$ cat src/rtl/f_pc_sequencer.sv
// ============================================================================
// f_pc_sequencer : F-stage PC register with BOOT/RUN/STALL control, redirect
//                  on exception entry or eret, fetch address checking and
//                  fetch/stall performance counters.
// Revision: 1.0
// ============================================================================
`default_nettype none

module f_pc_sequencer #(
  parameter logic [31:0] RESET_PC   = 32'h0000_3000,
  parameter logic [31:0] HANDLER_PC = 32'h0000_4180,
  parameter logic [31:0] PC_LO      = 32'h0000_3000,
  parameter logic [31:0] PC_HI      = 32'h0000_6ffc
) (
  input  logic        clk,
  input  logic        reset,
  input  logic [31:0] npc_in,
  input  logic        stall,
  input  logic        req,
  input  logic        eret,
  input  logic [31:0] epc,
  output logic [31:0] F_PC,
  output logic        fetch_valid,
  output logic        F_exc_adel,
  output logic        redirect,
  output logic [15:0] stall_cnt,
  output logic [31:0] fetch_cnt
);

  typedef enum logic [1:0] {
    S_BOOT  = 2'd0,
    S_RUN   = 2'd1,
    S_STALL = 2'd2
  } state_t;

  state_t      state_q, state_d;
  logic [31:0] pc_q, pc_d;
  logic        redir_q, redir_d;
  logic [15:0] scnt_q, scnt_d;
  logic [31:0] fcnt_q, fcnt_d;

  always_ff @(posedge clk or posedge reset) begin
    if (reset) begin
      state_q <= S_BOOT;
      pc_q    <= RESET_PC;
      redir_q <= 1'b0;
      scnt_q  <= 16'd0;
      fcnt_q  <= 32'd0;
    end else begin
      state_q <= state_d;
      pc_q    <= pc_d;
      redir_q <= redir_d;
      scnt_q  <= scnt_d;
      fcnt_q  <= fcnt_d;
    end
  end

  always_comb begin
    state_d = state_q;
    pc_d    = pc_q;
    redir_d = 1'b0;
    scnt_d  = scnt_q;
    fcnt_d  = fcnt_q;
    case (state_q)
      S_BOOT: begin
        state_d = S_RUN;
      end
      S_RUN, S_STALL: begin
        // A redirect overrides stall, so the cycle still counts as a fetch.
        if (req) begin
          pc_d    = HANDLER_PC;
          redir_d = 1'b1;
          state_d = S_RUN;
          fcnt_d  = fcnt_q + 32'd1;
        end else if (eret) begin
          pc_d    = epc;
          redir_d = 1'b1;
          state_d = S_RUN;
          fcnt_d  = fcnt_q + 32'd1;
        end else if (stall) begin
          state_d = S_STALL;
          if (scnt_q != 16'hffff) scnt_d = scnt_q + 16'd1;
        end else begin
          pc_d    = npc_in;
          state_d = S_RUN;
          fcnt_d  = fcnt_q + 32'd1;
        end
      end
      default: begin
        state_d = S_BOOT;
      end
    endcase
  end

  assign F_PC        = pc_q;
  assign fetch_valid = (state_q != S_BOOT);
  assign redirect    = redir_q;
  assign stall_cnt   = scnt_q;
  assign fetch_cnt   = fcnt_q;
  assign F_exc_adel  = fetch_valid &&
                       ((pc_q[1:0] != 2'b00) || (pc_q < PC_LO) || (pc_q > PC_HI));

endmodule

`default_nettype wire

$ cat config.mk
export PLATFORM = sky130hd
export DESIGN_NAME = f_pc_sequencer
export DESIGN_NICKNAME = d
export VERILOG_FILES = /design/src/rtl/f_pc_sequencer.sv
export SDC_FILE = /design/constraint.sdc
export NUM_CORES = 1
export LEC_CHECK = 0
export ABC_AREA = 1
export BUFFER_PORTS_ARGS = -buffer_cell sky130_fd_sc_hd__buf_2
export CAP_MARGIN = 20
export CORE_MARGIN = 10
export CORE_UTILIZATION = 30
export CTS_CLUSTER_DIAMETER = 40
export CTS_CLUSTER_SIZE = 20
export DETAILED_ROUTE_END_ITERATION = 10
export PLACE_DENSITY_LB_ADDON = 0.3
export SETUP_SLACK_MARGIN = 0.2
export SKIP_LAST_GASP = 1
export SYNTH_ARGS = -nofsm -noshare
export SYNTH_HDL_FRONTEND = slang
export SYNTH_SLANG_ARGS = --single-unit
$ cat constraint.sdc
create_clock -name clk -period 2.3 [get_ports clk]
set_clock_uncertainty 0.1 [all_clocks]
set_input_delay 0.115 -clock clk [delete_from_list [all_inputs] [get_ports clk]]
set_output_delay 0.115 -clock clk [all_outputs]
set_load 0.01 [all_outputs]
==> impl_metrics.toml <==
[run_status]
status = "finished clean"

[logic_synthesis]
synth_compound_area_share_pct = 5.498
synth.net_count = 676
muxShareOfSynthArea_pct = 0
seq_area_frac_synth_pct = 45.68
netlist_instances = 603
yosys.area_share.adder_pct = 1.100
yosysWarningCount = 0
yosysUniqueCellTypes = 32
synth_edf_count = 0
synth-main-ff-cell = "dfrtp_1"
syn_avg_cell_area_sq_um = 7.549
synth_xor_area_share_pct = 5.772
synthArstFlopShare_pct = 100.0
synth-simple-area-share_pct = 35.87
yosys_register_bits = 83
synth_area_sq_mm = 0.004552
synth_top_family_by_area = "simple AND/OR/NAND/NOR gates"

[cells_and_area]
layout_common_cells = "nand2_1 (196), buf_2 (151), nor2_1 (90)"
areaGrowthSynthToFinish_pct = 42.30
fin_nets = 889
final_layout_size_suffix_gt1_share_pct = 23.75
mostFrequentLayoutCell = "nand2_1"
fin_area_sq_mm = 0.006477

[clock_tree]
cts_tree = "yes"
cts_setup_buffers = 0
cts_inserted_buffers = 9
cts_buffer_depth = 2
ctsResizeCount = 0
clock-sinks = 83
path_clk_slew_ns = 0.06
clock_latency_ns = 0.34
cts-htree-levels = 3
cts-root-buf = "clkbuf_16"

[setup_path]
critPathLaunchType = "flop"
end_kind = "output port"
path_class = "reg -> out"
cp_max_fo = 3
r2r_slack_ns = 0.43
cp_data_arrival_time_ns = 1.67
crit_required_ns = 2.09

[flow_run]
drv_cap = 0

[sta]
fmax_ghz = 0.5307
worstMarginPinSlew_ns = 0.4457
fin_crit_sh_pct = 81.92
final_max_slew_viol_count = 0
layout_setup_ws_ns = 0.4158
rsz0062_at_grt = "no"
tns_ns = 0
setup_viol = 0
slew_headroom_pct = 70.17
final_hold_viol_count = 0
post-route-min-period_ns = 1.884

[floorplanning]
rows = 44
fp.dieH_microns = 143.2
die-width_microns = 143.2
ioPinCount = 152
core_sq_mm = 0.01470
initial_core_util_pct = 30.97
die-area_sq_mm = 0.02050

[drt]
drc = 0
drt_iter0_drc = 227
wl_met3_microns = 760
wirelength_met1_microns = 6366
wl_microns = 14760
wl_per_cell_microns = 14.66
top_layer = "met4"
via_per_inst = 4.678
first_pass_iters = 5
wl_met2_microns = 7097
via_count = 4711
antenna_left = 0

[placement]
io_buffers = 151
gp_congestion = 0.8247
place_area_sq_mm = 0.005527
dp_slack_ns = 0.4622
dp_hpwl_microns = 10500

[pwr]
power_density_mw_per_mm2 = 865.3
p_leak_nw = 3.118
peakVddDrop_mv = 0.3718

[grt]
grt_first_pass_wirelength_microns = 23560
grtUsageTotal_pct = 14.31
grt-ovfl-total = 0
antenna_found_initial = 2
grt_pass1_vias = 4703
grt_max_degree = 65

[min_path]
min-delay-path-class = "in -> reg"
[power by group]
group          switching, mW  internal [mW]  leakage, nW
clock                  0.602          0.900        0.153
combinational           1.13          0.787         1.92
sequential             0.318           1.87         1.05
[layout make-up]
class,instances,area (sq um)
fill,1441,8222
multi-input combinational,453,2203
sequential,83,2079
timing repair buffer,222,1474
clock buffer,12,256.5
tap,184,230.2
inverter,47,180.2
clock inverter,4,48.80
antenna,2,5.005
[routing by layer]
layer,GRT usage (%),vias to the layer above
met5,0,-
met4,8.035,0
met3,3.582,38
met2,23.54,144
met1,16.68,2159
li1,-,2370
[final timing paths]
check | start | end | cells after the start
min in group asynchronous | reset | F_PC[21]$_DFFE_PP0P_ | 3
worst min-delay path | epc[8] | F_PC[8]$_DFFE_PP0P_ | 3
worst max register to register | state_q[0]$_DFF_PP0_ | F_PC[2]$_DFFE_PP0P_ | 7
worst max-delay path | F_PC[26]$_DFFE_PP0P_ | F_exc_adel | 7
max in group asynchronous | reset | F_PC[12]$_DFFE_PP1P_ | 4
worst min register to register | fetch_cnt[14]$_DFFE_PP0P_ | fetch_cnt[14]$_DFFE_PP0P_ | 1
[critical path, stage by stage (launching register included)]
cell and delay (ns):
dfrtp_1 0.40, nor2_1 0.10, nand2_1 0.08, nor3_1 0.32
nand4_1 0.14, nor2_1 0.11, nor2_1 0.04, buf_2 0.14
[logic make-up (layout without fill, tap and decap cells)]
logic type               Yosys count  count (layout)
other                              0               2
XOR/XNOR                          30              30
AO/OA/AOI/OAI                     39              39
AND/OR/NAND/NOR                  380             380
buffers and inverters             67             285
flip-flops                        83              83
adder cells (fa/ha/maj)            4               4
[what timing repair did]
item                                    in CTS  in global routing
hold buffers                                64                  0
endpoints found under the setup margin       0                  0
hold endpoints to repair                    85                  0
[synthesized netlist by cell type (4+ instances only)]
cell	instances	area [sq um]
nor2_4	5	56.30
clkbuf_1	8	30.03
nand4_1	15	93.84
nor2_2	4	25.02
nand3_1	55	275.3
ha_1	4	50.05
buf_2	8	40.04
nor2_1	90	337.8
a31oi_1	32	200.2
dfrtp_1	81	2027
nand2_1	196	735.7
xor2_1	12	105.1
nor3_1	5	25.02
a21oi_1	4	20.02
xnor2_1	18	157.7
inv_1	45	168.9
[sequential cells by signal (all words and copies together) (netlist names)]
signal	flops
F_PC	32
fetch_cnt	32
redirect	1
stall_cnt	16
state_q	2
[stage by stage]
stage / hold WS [ns] / utilization [%] / power, mW / cells
2_1_floorplan: 0.1394 / - / 3.285 / 603
3_3_place_gp: -0.01350 / 37.60 / 4.055 / 925
3_5_place_dp: -0.01459 / 37.60 / 4.062 / 925
4_1_cts: 0.004274 / 44.03 / 5.681 / 1005
5_1_grt: 0.04837 / 44.07 / 6.006 / 1007
6_report: 0.04471 / 44.07 / 5.605 / 1007
No activity file was read; power rests on OpenSTA's default activity.
